## config.mk

```make
export PLATFORM = sky130hd
export DESIGN_NAME = button_input_ctrl_flat
export DESIGN_NICKNAME = d
export VERILOG_FILES = /design/src/rtl/button_input_ctrl_if.sv /design/src/rtl/button_input_ctrl.sv /design/src/flat_wrapper.sv
export SDC_FILE = /design/constraint.sdc
export NUM_CORES = 1
export LEC_CHECK = 0
export CAP_MARGIN = 20
export CORE_UTILIZATION = 40
export DETAILED_ROUTE_END_ITERATION = 10
export SLEW_MARGIN = 20
export SYNTH_ARGS = -nofsm -noshare
export SYNTH_HDL_FRONTEND = slang
export SYNTH_SLANG_ARGS = --single-unit
export TNS_END_PERCENT = 1
```

## constraint.sdc

```tcl
create_clock -name MCLK -period 6.1 [get_ports MCLK]
set_input_delay 1.83 -clock MCLK [delete_from_list [all_inputs] [get_ports MCLK]]
set_output_delay 1.83 -clock MCLK [all_outputs]
set_load 0.05 [all_outputs]
```

## src/rtl/button_input_ctrl_if.sv

```systemverilog
// Front-panel bus between button_input_ctrl and the rest of the clock design:
// raw buttons/switches in, conditioned pulses, switch vector and MODE out.
interface button_input_ctrl_if #(
    parameter int unsigned N_BTN = 5
);
    logic [N_BTN-1:0] BTN;
    logic [9:0]       SW;
    logic             alarm_ringing;
    logic [3:0]       MODE;
    logic [N_BTN-1:0] btn_press;
    logic [N_BTN-1:0] btn_long;
    logic [9:0]       minigame;
    logic             alarm_dismiss;

    modport master (
        output BTN, SW, alarm_ringing,
        input  MODE, btn_press, btn_long, minigame, alarm_dismiss
    );

    modport slave (
        input  BTN, SW, alarm_ringing,
        output MODE, btn_press, btn_long, minigame, alarm_dismiss
    );
endinterface

```

## src/rtl/button_input_ctrl.sv

```systemverilog
// Front-panel input conditioner: synchronizes and debounces buttons and switches,
// generates press/long-press/dismiss pulses and owns the one-hot MODE state machine.
module button_input_ctrl #(
    parameter int unsigned DEBOUNCE_CYC = 1_000_000,
    parameter int unsigned LONG_CYC     = 50_000_000,
    parameter int unsigned N_BTN        = 5
) (
    input logic                 MCLK,
    input logic                 RESETN,
    button_input_ctrl_if.slave  bus
);
    localparam int unsigned DB_W = (DEBOUNCE_CYC > 1) ? $clog2(DEBOUNCE_CYC) : 1;
    localparam int unsigned LG_W = $clog2(LONG_CYC + 1);
    localparam logic [DB_W-1:0] DB_LAST = DB_W'(DEBOUNCE_CYC - 1);
    localparam logic [LG_W-1:0] LG_LAST = LG_W'(LONG_CYC - 1);
    localparam logic [LG_W-1:0] LG_SAT  = LG_W'(LONG_CYC);

    typedef enum logic [3:0] {
        MODE_CLOCK     = 4'b0001,
        MODE_ALARM_SET = 4'b0010,
        MODE_STOPWATCH = 4'b0100,
        MODE_MINIGAME  = 4'b1000
    } mode_e;

    logic [N_BTN-1:0] btn_s1_q, btn_s2_q;
    logic [9:0]       sw_s1_q, sw_s2_q;

    logic [DB_W-1:0]  db_cnt_q [N_BTN];
    logic [DB_W-1:0]  db_cnt_d [N_BTN];
    logic [LG_W-1:0]  hold_q   [N_BTN];
    logic [LG_W-1:0]  hold_d   [N_BTN];
    logic [N_BTN-1:0] stable_q, stable_d, stable_prev_q;

    logic [DB_W-1:0]  tick_cnt_q, tick_cnt_d;
    logic [9:0]       sw_sample_q, sw_sample_d;
    logic [9:0]       minigame_q, minigame_d;

    mode_e            state_q, state_d;

    logic [N_BTN-1:0] press, long_pulse;
    logic             tick;

    always_ff @(posedge MCLK or negedge RESETN) begin
        if (!RESETN) begin
            btn_s1_q      <= '0;
            btn_s2_q      <= '0;
            sw_s1_q       <= '0;
            sw_s2_q       <= '0;
            db_cnt_q      <= '{default: '0};
            hold_q        <= '{default: '0};
            stable_q      <= '0;
            stable_prev_q <= '0;
            tick_cnt_q    <= '0;
            sw_sample_q   <= '0;
            minigame_q    <= '0;
            state_q       <= MODE_CLOCK;
        end else begin
            btn_s1_q      <= bus.BTN;
            btn_s2_q      <= btn_s1_q;
            sw_s1_q       <= bus.SW;
            sw_s2_q       <= sw_s1_q;
            db_cnt_q      <= db_cnt_d;
            hold_q        <= hold_d;
            stable_q      <= stable_d;
            stable_prev_q <= stable_q;
            tick_cnt_q    <= tick_cnt_d;
            sw_sample_q   <= sw_sample_d;
            minigame_q    <= minigame_d;
            state_q       <= state_d;
        end
    end

    // Debounce and hold timing per button; the hold counter parks one past
    // LONG_CYC-1 so the long pulse cannot repeat until release.
    always_comb begin
        db_cnt_d   = '{default: '0};
        hold_d     = '{default: '0};
        stable_d   = stable_q;
        long_pulse = '0;
        for (int unsigned i = 0; i < N_BTN; i++) begin
            if (btn_s2_q[i] != stable_q[i]) begin
                if (db_cnt_q[i] == DB_LAST) begin
                    stable_d[i] = btn_s2_q[i];
                end else begin
                    db_cnt_d[i] = db_cnt_q[i] + 1'b1;
                end
            end
            if (stable_q[i]) begin
                hold_d[i] = (hold_q[i] == LG_SAT) ? hold_q[i] : hold_q[i] + 1'b1;
            end
            long_pulse[i] = stable_q[i] && (hold_q[i] == LG_LAST);
        end
    end

    assign press = stable_q & ~stable_prev_q;

    // Switches are accepted only when two consecutive tick samples agree.
    always_comb begin
        tick        = (tick_cnt_q == DB_LAST);
        tick_cnt_d  = tick ? '0 : tick_cnt_q + 1'b1;
        sw_sample_d = sw_sample_q;
        minigame_d  = minigame_q;
        if (tick) begin
            sw_sample_d = sw_s2_q;
            if (sw_s2_q == sw_sample_q) begin
                minigame_d = sw_s2_q;
            end
        end
    end

    always_comb begin
        state_d = state_q;
        if (!bus.alarm_ringing) begin
            if (long_pulse[0]) begin
                state_d = MODE_CLOCK;
            end else if (press[0]) begin
                unique case (state_q)
                    MODE_CLOCK:     state_d = MODE_ALARM_SET;
                    MODE_ALARM_SET: state_d = MODE_STOPWATCH;
                    MODE_STOPWATCH: state_d = MODE_MINIGAME;
                    MODE_MINIGAME:  state_d = MODE_CLOCK;
                    default:        state_d = MODE_CLOCK;
                endcase
            end
        end
    end

    assign bus.MODE          = state_q;
    assign bus.btn_press     = press;
    assign bus.btn_long      = long_pulse;
    assign bus.minigame      = minigame_q;
    assign bus.alarm_dismiss = bus.alarm_ringing & (|press);
endmodule

```

## src/flat_wrapper.sv

```systemverilog
// flat-port wrapper written by rule: the top's interface ports become plain ports
module button_input_ctrl_flat 
#(
    parameter int unsigned DEBOUNCE_CYC = 1_000_000,
    parameter int unsigned LONG_CYC     = 50_000_000,
    parameter int unsigned N_BTN        = 5
)
  (MCLK, RESETN, bus_BTN, bus_SW, bus_alarm_ringing, bus_MODE, bus_btn_press, bus_btn_long, bus_minigame, bus_alarm_dismiss);
  button_input_ctrl_if #(.N_BTN(N_BTN)) bus_i ();
  input logic MCLK;
  input logic RESETN;
  input wire logic [$bits(bus_i.BTN)-1:0] bus_BTN;
  input wire logic [$bits(bus_i.SW)-1:0] bus_SW;
  input wire logic [$bits(bus_i.alarm_ringing)-1:0] bus_alarm_ringing;
  output wire logic [$bits(bus_i.MODE)-1:0] bus_MODE;
  output wire logic [$bits(bus_i.btn_press)-1:0] bus_btn_press;
  output wire logic [$bits(bus_i.btn_long)-1:0] bus_btn_long;
  output wire logic [$bits(bus_i.minigame)-1:0] bus_minigame;
  output wire logic [$bits(bus_i.alarm_dismiss)-1:0] bus_alarm_dismiss;
  assign bus_i.BTN = bus_BTN;
  assign bus_i.SW = bus_SW;
  assign bus_i.alarm_ringing = bus_alarm_ringing;
  assign bus_MODE = bus_i.MODE;
  assign bus_btn_press = bus_i.btn_press;
  assign bus_btn_long = bus_i.btn_long;
  assign bus_minigame = bus_i.minigame;
  assign bus_alarm_dismiss = bus_i.alarm_dismiss;
  button_input_ctrl #(.DEBOUNCE_CYC(DEBOUNCE_CYC), .LONG_CYC(LONG_CYC), .N_BTN(N_BTN)) u_core (.MCLK(MCLK), .RESETN(RESETN), .bus(bus_i));
endmodule
```

=== Word-level counts from Yosys, hierarchy flattened ===
Index checks and enable logic that the tools add are counted.

* Register bits: 314
* Bits of input ports: 18
* Output and inout port bits: 25
* Logic and storage cells: 107

* Add/sub/neg operators: 11
* Eq/ne operators: 30
* Mux-type cells: 24
* Bitwise logic cells: 4
* Reduce and logical (&&, ||, !) cells: 14

{| class="wikitable"
|+ Operators with widths
! operator !! count
|-
| equality test 26 bit, second input constant || 10
|-
| two-way mux 26 bit || 10
|-
| two-way mux 20 bit || 11
|-
| adder 26 x 1 -> 26 bit, second input constant || 5
|-
| adder 20 x 1 -> 20 bit, second input constant || 6
|-
| equality test 20 bit, second input constant || 6
|-
| AND reduction 2 bit || 7
|-
| one-hot mux 4 bit (3 select lines) || 1
|-
| equality test 10 bit || 1
|-
| != test 2 bit, second input constant || 5
|-
| two-way mux 4 bit || 2
|-
| bitwise AND 5 bit || 1
|-
| logical AND 1 bit || 5
|-
| != test 1 bit || 5
|-
| inverter 5 bit || 1
|-
| OR reduction 5 bit || 1
|-
| equality test 4 x 1 -> 1 bit, second input constant || 1
|-
| equality test 4 x 2 -> 1 bit, second input constant || 1
|-
| equality test 4 x 3 -> 1 bit, second input constant || 1
|-
| nonzero test 2 bit || 1
|-
| bitwise AND 1 bit || 1
|-
| inverter 1 bit || 1
|}

=== Depth between registers and ports, before layout ===
* Depth after elaboration: 4
* Gate-level depth with buffers: 8
* Mapped depth without buffers: 7

=== Worst setup path after synthesis ===
Ideal clock, no wire load.

* Path type: reg2out
* From: register u_core.hold_q[79] (netlist name)
* To: output bus_btn_long[1]
* Arrival time: 2.723 ns
* Data required time: 4.270 ns
* Path slack: 1.547 ns
* Cell stages (with the launch flop): 6
* Path buffers: 0
* Path through: dfrtp_1 > ha_1 > nand2_1 > or2_2 > or3_1 > nor4_1

* Longest elaborated chain between the ends: 2

{| class="wikitable"
|+ Ends and longest elaborated chain
! element !! line !! source
|-
| start, declared || button_input_ctrl.sv:30 || <nowiki>logic [LG_W-1:0] hold_q [N_BTN];</nowiki>
|-
| start signal, assigned || button_input_ctrl.sv:63 || <nowiki>hold_q <= hold_d;</nowiki>
|-
| equality test 26 bit || button_input_ctrl.sv:91 || <nowiki>long_pulse[i] = stable_q[i] && (hold_q[i] == LG_LAST);</nowiki>
|-
| logical AND 1 bit || button_input_ctrl.sv:91 ||
|-
| end, declared || flat_wrapper.sv:17 || <nowiki>output wire logic [$bits(bus_i.btn_long)-1:0] bus_btn_long;</nowiki>
|}

Every way passes these cells.

=== Final worst setup path ===
* From: input bus_alarm_ringing
* To: output bus_alarm_dismiss

* Longest elaborated chain between the ends: 1

{| class="wikitable"
|+ Ends and longest elaborated chain
! element !! line !! source
|-
| start, declared || flat_wrapper.sv:14 || <nowiki>input wire logic [$bits(bus_i.alarm_ringing)-1:0] bus_alarm_ringing;</nowiki>
|-
| bitwise AND 1 bit || button_input_ctrl.sv:132 || <nowiki>assign bus.alarm_dismiss = bus.alarm_ringing & (|press);</nowiki>
|-
| end, declared || flat_wrapper.sv:19 || <nowiki>output wire logic [$bits(bus_i.alarm_dismiss)-1:0] bus_alarm_dismiss;</nowiki>
|}

Every way passes these cells.

==> flow_metrics.tcl <==
set metrics [dict create \
    outcome "finished clean" \
    route.detailed.drc 0 \
    fin_skew_ps 13.78 \
    cts_made_buffers 36 \
    hpwlAfterDp_um 17480 \
    p_sw_share_pct 21.21 \
    grt_pass1_vias 10230 \
    p_leak_nw 7.199 \
    numPortBuffers 42 \
    cp-start-kind "primary input" \
    maxSlewViolCount 0 \
    cts-hold-fix-buffers 0 \
    synth_seq_cells 314 \
    rr_worst_depth 5 \
    rsz0062_at_grt "false" \
    yosysWarnings 0 \
    setup_violations 0 \
    cp_max_fo 3 \
    cts_resized 0 \
    wl_per_cell_um 13.61 \
    crit_required_ps 4270 \
    syn_area_um2 15020 \
    nets 1533 \
    die_w_um 195.8 \
    syn_inst 1449 \
    drive_above_1_share_pct 7.990 \
    hold_slack_ps 346.6 \
    critPathMaxStageDelay_ps 790 \
    ios 43 \
    ant_nets 0 \
    hold_violations 0 \
    clock_latency_ps 520 \
    clockBufferDepth 3 \
    p_int_mw 3.464 \
    worst_path_max_delay_cell "clkdlybuf4s50_1" \
    crit_type "in2out" \
    grt_util_all_layers_pct 14.89 \
    post-route-min-period_ps 5112 \
    crit_chain "clkdlybuf4s50_1 -> o31a_1 -> clkdlybuf4s50_1" \
    preCtsSetupSlack_ps 983.2 \
    cp_common_cell "clkdlybuf4s50_1" \
    syn2layout_area_growth_pct 14.22 \
    drt-met1-wl_um 13540 \
    antenna_found_initial 0 \
    dp_cells 1929 \
    dr.pass1.iters 4 \
    dieHeight_um 195.8 \
    core_um2 36790 \
    async_flop_share_pct 100.0 \
    cts_root_buffer "clkbuf_16" \
    antenna_cells 0 \
    arrival_ps 3280 \
    cts.sink_count 314 \
    max_freq_mhz 195.6 \
    setup_tns_ps 0 \
    place_area_um2 15920 \
    highest_layer "met4" \
    synth_seq_area_share_pct 52.34 \
    worstReg2RegStart "u_core.hold_q[104]$_DFFE_PN0P_" \
    grt_overflow 0 \
    endpoint_kind "output port" \
    place.gp.congestion 0.7638 \
    worst_slack_ps 988.4 \
    design_area_um2 17150 \
    power_density_nw_per_um2 256.3 \
    htree_levels 2 \
    vias 10060 \
    hold_path.class "reg2reg" \
    period_share_pct 83.80 \
    grt_max_degree 116 \
    p_switching_mw 0.9321 \
    fillCellCount 3385 \
    tightest_slew_ps 1011 \
    first_iter_violations 480 \
    holdPathStages 0 \
    synth_top_flop_cell "dfrtp_1" \
    clk_pin_slew_ps 60 \
    post_cts_buffers 0 \
    wirelength_um 27160 \
    reg2reg_slack_ps 3770 \
    wl_met2_um 12440 \
    syn-num-nets 1483 \
    r2r_end "u_core.bus.MODE[3]$_DFFE_PN0P_" \
    synthDistinctLibCells 58 \
    max_cap_violations 0 \
    grt_pass1_wl_um 48460 \
    wl_met3_um 704 \
    holdCritStartpoint "u_core.sw_s1_q[7]$_DFF_PN0_" \
    rows 70 \
    seq_power_share_pct 48.2 \
    relSlewSlack_pct 31.66 \
    initial_core_util_pct 40.82 \
    die_area_um2 38320 \
    tritoncts "yes" \
    p_comb_share_pct 2.0 \
    viasPerCell 5.042 \
    synth-edff-count 0 \
    pwr-share-clk_pct 49.9 \
    peakVddDrop_mv 0.1489 \
    stdcell_count 1995 \
    synth.avg_cell_area_um2 10.36 \
    holdPathEnd "u_core.sw_s2_q[7]$_DFF_PN0_" \
]
[how the worst max path moves through the flow]
| stage | startpoint | endpoint | slack [ps] | cells past startpoint |
|---|---|---|---|---|
| after floorplan | u_core.hold_q[79]$_DFFE_PN0P_ | bus_btn_long[1] | 1550 | 5 |
| after global placement | bus_alarm_ringing | bus_alarm_dismiss | 990 | 3 |
| after detailed placement | bus_alarm_ringing | bus_alarm_dismiss | 980 | 3 |
| after CTS | bus_alarm_ringing | bus_alarm_dismiss | 980 | 3 |
| after global routing | u_core.hold_q[104]$_DFFE_PN0P_ | bus_btn_long[0] | 850 | 4 |
| final | bus_alarm_ringing | bus_alarm_dismiss | 990 | 3 |
[synthesized netlist by cell type (all sizes together), types with 16 or more instances]
library cell  instances  area share (%)
dfrtp               313              52
nor2                195             4.9
xnor2               132             7.7
nand3                98             3.3
xor2                 90             5.2
nand2                84             2.1
and2                 65             2.7
nand4                50             2.2
inv                  43             1.1
nor3                 41             1.5
and3                 38             1.6
nor4                 34             1.8
mux2                 23             1.7
clkbuf               21            0.53
and4                 20             1.2
or3                  20            0.84
buf                  18            0.80
nor4b                17            0.99
ha                   16             1.3
nor2b                16            0.67
o21ai                16            0.53
[metrics by stage]
step / power (mW) / util, %
final: 4.396 / 46.63
after global routing: 4.568 / 46.63
after CTS: 4.475 / 46.61
after detailed placement: 2.246 / 43.27
after global placement: 2.245 / 43.27
after floorplan: 2.180 / -
[cells in the final DEF, fill, tap and decap left out, drive strengths merged, types with 45 or more instances in the layout]
master  count
xnor2     132
xor2       90
dfrtp     313
inv        45
and2       65
nand4      50
nand2      84
nor2      195
nand3      98
clkbuf     53
[area by class of cell]
class / count / area, um2 / area share [%]
multi-input combinational: 1052 / 6805 / 39.68
inverter: 44 / 165.2 / 0.9629
sequential: 314 / 7859 / 45.82
clock buffer: 53 / 1096 / 6.390
tap: 468 / 585.6 / 3.414
clock inverter: 13 / 135.1 / 0.7879
timing repair buffer: 51 / 505.5 / 2.947
[cell families after synthesis]
group,share of synthesized area [%]
simple gates,26.53
flops,52.34
compound gates,2.092
mux,2.325
fa+ha+maj,1.333
buf+inv,2.433
xor+xnor,12.95
[worst max-delay path: cells and delay by family]
kind | cells | cell delay [ps]
buf+inv | 2 | 1300
compound gates | 1 | 150
[sequential cells by signal (all words and copies together) (netlist names), 10 cells and up]
name                 cells
u_core.bus.minigame     10
u_core.sw_sample_q      10
u_core.hold_q          130
u_core.tick_cnt_q       20
u_core.sw_s1_q          10
u_core.sw_s2_q          10
u_core.db_cnt_q        100
[power by group through the flow]
| stage | clock (mW) | sequential [mW] | combinational [mW] |
|---|---|---|---|
| 2_1_floorplan | 0 | 2.15 | 0.0282 |
| 3_3_place_gp | 0 | 2.15 | 0.0917 |
| 3_5_place_dp | 0 | 2.15 | 0.0922 |
| 4_1_cts | 2.27 | 2.12 | 0.0928 |
| 5_1_grt | 2.35 | 2.12 | 0.103 |
| 6_report | 2.19 | 2.12 | 0.0869 |
[metal layers]
| layer | up-vias | GRT usage, % |
|---|---|---|
| met3 | 39 | 2.338 |
| met5 | - | 0 |
| met4 | 0 | 3.733 |
| met1 | 4899 | 20.48 |
| li1 | 5039 | - |
| met2 | 82 | 24.58 |
(Power assumes the default switching activity.)
